$ cat src/rtl/cgra_x_heep_pkg.sv
// Shared CGRA/X-HEEP constants and the context-port response state type.
package cgra_x_heep_pkg;

   localparam logic [31:0] CGRA_START_ADDRESS = 32'hF000_0000;
   localparam logic [31:0] CGRA_SIZE          = 32'h0010_0000;
   localparam logic [31:0] CGRA_ERR_RDATA     = 32'hBADA_CCE5;

   typedef enum logic [1:0] {
      IDLE    = 2'd0,
      RSP_MEM = 2'd1,
      RSP_ERR = 2'd2
   } cgra_rsp_state_e;

endpackage

$ cat src/rtl/cgra_obi_addr_chk.sv
// Window decode for the CGRA context port: range check and memory word address.
module cgra_obi_addr_chk
   import cgra_x_heep_pkg::*;
#(
   parameter logic [31:0] START_ADDR = CGRA_START_ADDRESS,
   parameter logic [31:0] SIZE       = CGRA_SIZE,
   parameter int unsigned MEM_AW     = 18
) (
   input  logic [31:0]       addr_i,
   output logic              in_range_o,
   output logic [MEM_AW-1:0] word_addr_o
);

   logic [31:0] offset_s;

   // Comparing the offset against SIZE avoids overflow of START_ADDR+SIZE.
   always_comb begin
      offset_s    = addr_i - START_ADDR;
      in_range_o  = (addr_i >= START_ADDR) && (offset_s < SIZE);
      word_addr_o = offset_s[MEM_AW+1:2];
   end

endmodule

$ cat src/rtl/cgra_ctx_obi_resp.sv
// OBI slave front-end for the CGRA context memory with error responses.
// Optional error counter enabled by macro CGRA_CTX_OBI_RESP_ERR_CNT_EN.
module cgra_ctx_obi_resp
   import cgra_x_heep_pkg::*;
#(
   parameter logic [31:0] START_ADDR = CGRA_START_ADDRESS,
   parameter logic [31:0] SIZE       = CGRA_SIZE,
   parameter int unsigned MEM_AW     = 18
) (
   input  logic              clk_i,
   input  logic              rst_ni,
   input  logic              req_i,
   input  logic              we_i,
   input  logic [3:0]        be_i,
   input  logic [31:0]       addr_i,
   input  logic [31:0]       wdata_i,
   output logic              gnt_o,
   output logic              rvalid_o,
   output logic [31:0]       rdata_o,
   output logic              mem_req_o,
   output logic              mem_we_o,
   output logic [3:0]        mem_be_o,
   output logic [MEM_AW-1:0] mem_addr_o,
   output logic [31:0]       mem_wdata_o,
   input  logic [31:0]       mem_rdata_i,
   input  logic              mem_ready_i,
   input  logic              err_clr_i,
   output logic [15:0]       err_cnt_o
);

   cgra_rsp_state_e   state_r, state_next_s;
   logic              we_r;
   logic              in_range_s;
   logic              gnt_s;
   logic              err_gnt_s;
   logic [MEM_AW-1:0] word_addr_s;

   cgra_obi_addr_chk #(
      .START_ADDR (START_ADDR),
      .SIZE       (SIZE),
      .MEM_AW     (MEM_AW)
   ) u_addr_chk (
      .addr_i      (addr_i),
      .in_range_o  (in_range_s),
      .word_addr_o (word_addr_s)
   );

   // Grant, memory request and next response type; all suppressed in reset.
   always_comb begin
      gnt_s        = 1'b0;
      err_gnt_s    = 1'b0;
      state_next_s = IDLE;
      if (rst_ni) begin
         gnt_s     = req_i && (mem_ready_i || !in_range_s);
         err_gnt_s = gnt_s && !in_range_s;
         if (gnt_s) begin
            state_next_s = in_range_s ? RSP_MEM : RSP_ERR;
         end else begin
            state_next_s = IDLE;
         end
      end else begin
         gnt_s        = 1'b0;
         err_gnt_s    = 1'b0;
         state_next_s = IDLE;
      end
      gnt_o       = gnt_s;
      mem_req_o   = gnt_s && in_range_s;
      mem_we_o    = we_i;
      mem_be_o    = be_i;
      mem_wdata_o = wdata_i;
      mem_addr_o  = word_addr_s;
   end

   // Response state register.
   always_ff @(posedge clk_i) begin
      if (!rst_ni) begin
         state_r <= IDLE;
         we_r    <= 1'b0;
      end else begin
         state_r <= state_next_s;
         we_r    <= we_i;
      end
   end

   // Response mux; gating with rst_ni drops a response due while reset is held.
   always_comb begin
      rvalid_o = 1'b0;
      rdata_o  = 32'h0;
      if (rst_ni) begin
         case (state_r)
            RSP_MEM: begin
               rvalid_o = 1'b1;
               rdata_o  = we_r ? 32'h0 : mem_rdata_i;
            end
            RSP_ERR: begin
               rvalid_o = 1'b1;
               rdata_o  = we_r ? 32'h0 : CGRA_ERR_RDATA;
            end
            IDLE: begin
               rvalid_o = 1'b0;
               rdata_o  = 32'h0;
            end
            default: begin
               rvalid_o = 1'b0;
               rdata_o  = 32'h0;
            end
         endcase
      end else begin
         rvalid_o = 1'b0;
         rdata_o  = 32'h0;
      end
   end

`ifdef CGRA_CTX_OBI_RESP_ERR_CNT_EN
   logic [15:0] err_cnt_r;

   // Saturating out-of-range counter; a clear coinciding with an error grant counts it.
   always_ff @(posedge clk_i) begin
      if (!rst_ni) begin
         err_cnt_r <= 16'h0;
      end else if (err_clr_i) begin
         err_cnt_r <= err_gnt_s ? 16'h1 : 16'h0;
      end else if (err_gnt_s && (err_cnt_r != 16'hFFFF)) begin
         err_cnt_r <= err_cnt_r + 16'h1;
      end else begin
         err_cnt_r <= err_cnt_r;
      end
   end

   assign err_cnt_o = err_cnt_r;
`else
   logic err_clr_unused_s;
   logic err_gnt_unused_s;

   assign err_clr_unused_s = err_clr_i;
   assign err_gnt_unused_s = err_gnt_s;
   assign err_cnt_o        = 16'h0;
`endif

endmodule

$ cat config.mk
export PLATFORM = sky130hd
export DESIGN_NAME = cgra_ctx_obi_resp
export DESIGN_NICKNAME = d
export VERILOG_FILES = /design/src/rtl/cgra_x_heep_pkg.sv /design/src/rtl/cgra_obi_addr_chk.sv /design/src/rtl/cgra_ctx_obi_resp.sv
export SDC_FILE = /design/constraint.sdc
export NUM_CORES = 1
export LEC_CHECK = 0
export BUFFER_PORTS_ARGS = -buffer_cell sky130_fd_sc_hd__buf_2
export CAP_MARGIN = 25
export CORE_AREA = 2 2 82 84
export CTS_CLUSTER_SIZE = 25
export DETAILED_ROUTE_END_ITERATION = 10
export DIE_AREA = 0 0 84 86
export PLACE_DENSITY_LB_ADDON = 0.2
export REMOVE_ABC_BUFFERS = 1
export SYNTH_ARGS = -nofsm -noshare
export SYNTH_HDL_FRONTEND = slang
export SYNTH_HIERARCHICAL = 1
export SYNTH_SLANG_ARGS = --single-unit
export TNS_END_PERCENT = 100
$ cat constraint.sdc
create_clock -name clk_i -period 1.8 [get_ports clk_i]
set_input_delay 0.18 -clock clk_i [delete_from_list [all_inputs] [get_ports clk_i]]
set_output_delay 0.18 -clock clk_i [all_outputs]
set_load 0.005 [all_outputs]
==> flow_summary.yaml <==
routing:
  via_count: 1052
  antenna_left: 0
  drt_iter0_markers: 23
  firstDrtPassIters: 4
  wl_per_cell_um: 21.0
  viasPerCell: 4.00
  drt_wl_total_mm: 5.51
  drc_errors: 0
yosys:
  synth_area_leaders: "buf_4 (50%), a21oi_1 (9.4%), and2_1 (7.6%), nor2_2 (5.9%), dfxtp_1 (5.6%)"
  yosys.area.top_type: "buf_4"
  synth_top_area_frac: 0.499
  synth_seq_cells: 3
  synth-simple-area-share: 0.253
  synthAdderAreaFrac: 0.0351
  syn_area_um2: 1070
  synth_top_family_by_area: "buffers and inverters"
  async_flop_share: 0
  netlist_instances: 153
  synth_most_common_cell: "buf_4"
  ys.flop_type: "dfxtp_1"
  synth_xor_area_frac: 0
  synth_edf_count: 0
  syn_area_per_cell_um2: 6.98
  yosysWarnings: 6
  synth-compound-area-share: 0.0937
  yosysUniqueCellTypes: 22
  synth-seq-area-share: 0.0562
  post_synth_mux_area_share: 0
  synth_common_cells: "buf_4 (71), a21oi_1 (20), and2_1 (13)"
sta:
  setup_viol: 14
  slew_viol_final: 0
  period_needed_ns: 1.87
  rsz0062_at_grt: "yes"
  hold_viol: 0
  worst_slack_ns: -0.0701
  fin_crit_sh: 1.04
  max_freq_mhz: 535
setup_path:
  cp.arrival_ns: 1.69
  slowest_delay_ns: 0.41
  startpoint_type: "register"
  critPathTopFamily: "simple AND/OR/NAND/NOR gates"
  critPathKind: "register to output pin"
  worstPathRequired_ns: 1.62
  crit_buf_inv: 3
  slowest_stage: "or3b_4"
  worstPathMaxFanout: 4
  cp-end-kind: "output pin"
  path_cells: "inv_2, ha_4, or3b_4, bufbuf_16, nor2_2, buf_2"
pwr:
  leakage_nw: 0.711
  p_per_area_nw_per_um2: 310
  ir_drop_uv: 278
clock_tree:
  ctsRootBufferMaster: "clkbuf_8"
  cts_sinks: 3
  clk_pin_slew_ns: 0.03
  cts_tree: "built"
  clockBufferDepth: 2
  cts_htree_levels: 1
  numCtsBuffers: 3
  cts_hold_buf: 0
die:
  start_util: 0.170
  rows: 29
  die_h_um: 86
  die_x_um: 84
  die_area_um2: 7220
  design.core.area_um2: 6280
  boundaryPins: 212
placed_design:
  dp_hpwl_mm: 4.73
  numPortBuffers: 84
  dpl-instance-area_um2: 1080
  routabilityCongestion: 0.812
  dpl_worst_slack_ns: 0.0918
  dp.cells: 252
finish:
  final_cells: 263
  regArea_um2: 62.6
  drive_gt1_frac: 0.656
  final_cell_area_um2: 1340
  nets: 296
  fillers: 719
  area_delta_synth_final_pct: 25.2
  antennaDiodeCount: 0
  multi_input_area_um2: 562
worst_hold_path:
  hold_class: "input pin to register"
grt:
  grt_overflow: 0
  grt_max_degree: 20
  antenna_found_initial: 0
  grt_pass1_wl_mm: 7.00
  grt_pass1_vias: 920
  grt_util_met1: 0.113
  use_met2: 0.223
  track_usage: 0.141
  busiest_layer: "met2"
  grtUsageMet3: 0.136
outcome:
  violations: "setup timing"
  status: "finished with violations"
run:
  max_cap_violations: 0
cell usage in the layout, fill, tap and decap left out:
cell type,n
buf_2,83
a21oi_1,20
conb_1,16
and2_1,13
nor2_4,10
nor2_2,9
nor2_1,3
clkbuf_8,3
buf_4,3
inv_1,2
nand2_1,2
buf_6,2
buf_12,2
dfxtp_2,2
inv_2,1
and4b_1,1
or3b_4,1
and4bb_4,1
nor2b_1,1
ha_4,1
ha_1,1
ha_2,1
clkbuf_1,1
buf_16,1
bufbuf_16,1
or4_1,1
or4b_1,1
nand4b_1,1
nor3_2,1
dfxtp_1,1
final cells by class:
cell class                 instances  share of cell area
clock buffer                       4              0.0337
multi-input combinational         84               0.420
sequential                         3              0.0468
tap                               77              0.0720
timing repair buffer              92               0.419
inverter                           3             0.00842
where the power goes:
| part | leakage [nW] | internal, mW | switching [mW] |
|---|---|---|---|
| clock | 0.0228 | 0.151 | 0.0442 |
| sequential | 0.0255 | 0.0697 | 0.00226 |
| combinational | 0.662 | 0.0797 | 0.0672 |
| total | 0.711 | 0.300 | 0.114 |
kinds of logic (layout without fill, tap and decap cells):
group                      count (synthesis)  count (layout)
buffers and inverters                     81              99
and+or+nand+nor                           45              45
other                                      1              16
DFF                                        3               3
AOI/OAI and AO/OA                         20              20
adders and majority gates                  3               3
metrics by stage:
step / utilization / power (mW) / hold slack (ns) / setup TNS (ns)
final: 0.213 / 0.414 / 0.183 / -0.609
after global routing: 0.213 / 0.442 / 0.184 / -1.49
after CTS: 0.208 / 0.416 / 0.179 / -1.20
after detailed placement: 0.171 / 0.183 / 0.360 / 0
after global placement: 0.171 / 0.182 / 0.360 / 0
after floorplan: - / 0.113 / 0.302 / 0
layer usage:
layer  vias up  share of wire
li1        465              -
met1       423           0.25
met2       147           0.44
met3        17           0.23
met4         0          0.078
met5         -              0
state kept, by name (all words and copies together) (netlist names):
signal / count
we_r: 1
state_r: 2
path summary, 6_finish.rpt:
check | end | slack [ns] | cells past startpoint | startpoint
max | rdata_o[0] | -0.07 | 6 | state_r[0]
min | we_r | 0.18 | 2 | we_i
timing repair:
action / CTS / global route
buffers inserted: 5 / 0
endpoints found under the setup margin: 31 / 29
gates resized for setup: 14 / 16
pin swaps: 17 / 2
endpoints found under the hold margin: 0 / 0
cloned: 3 / 0
(Power assumes the default switching activity.)
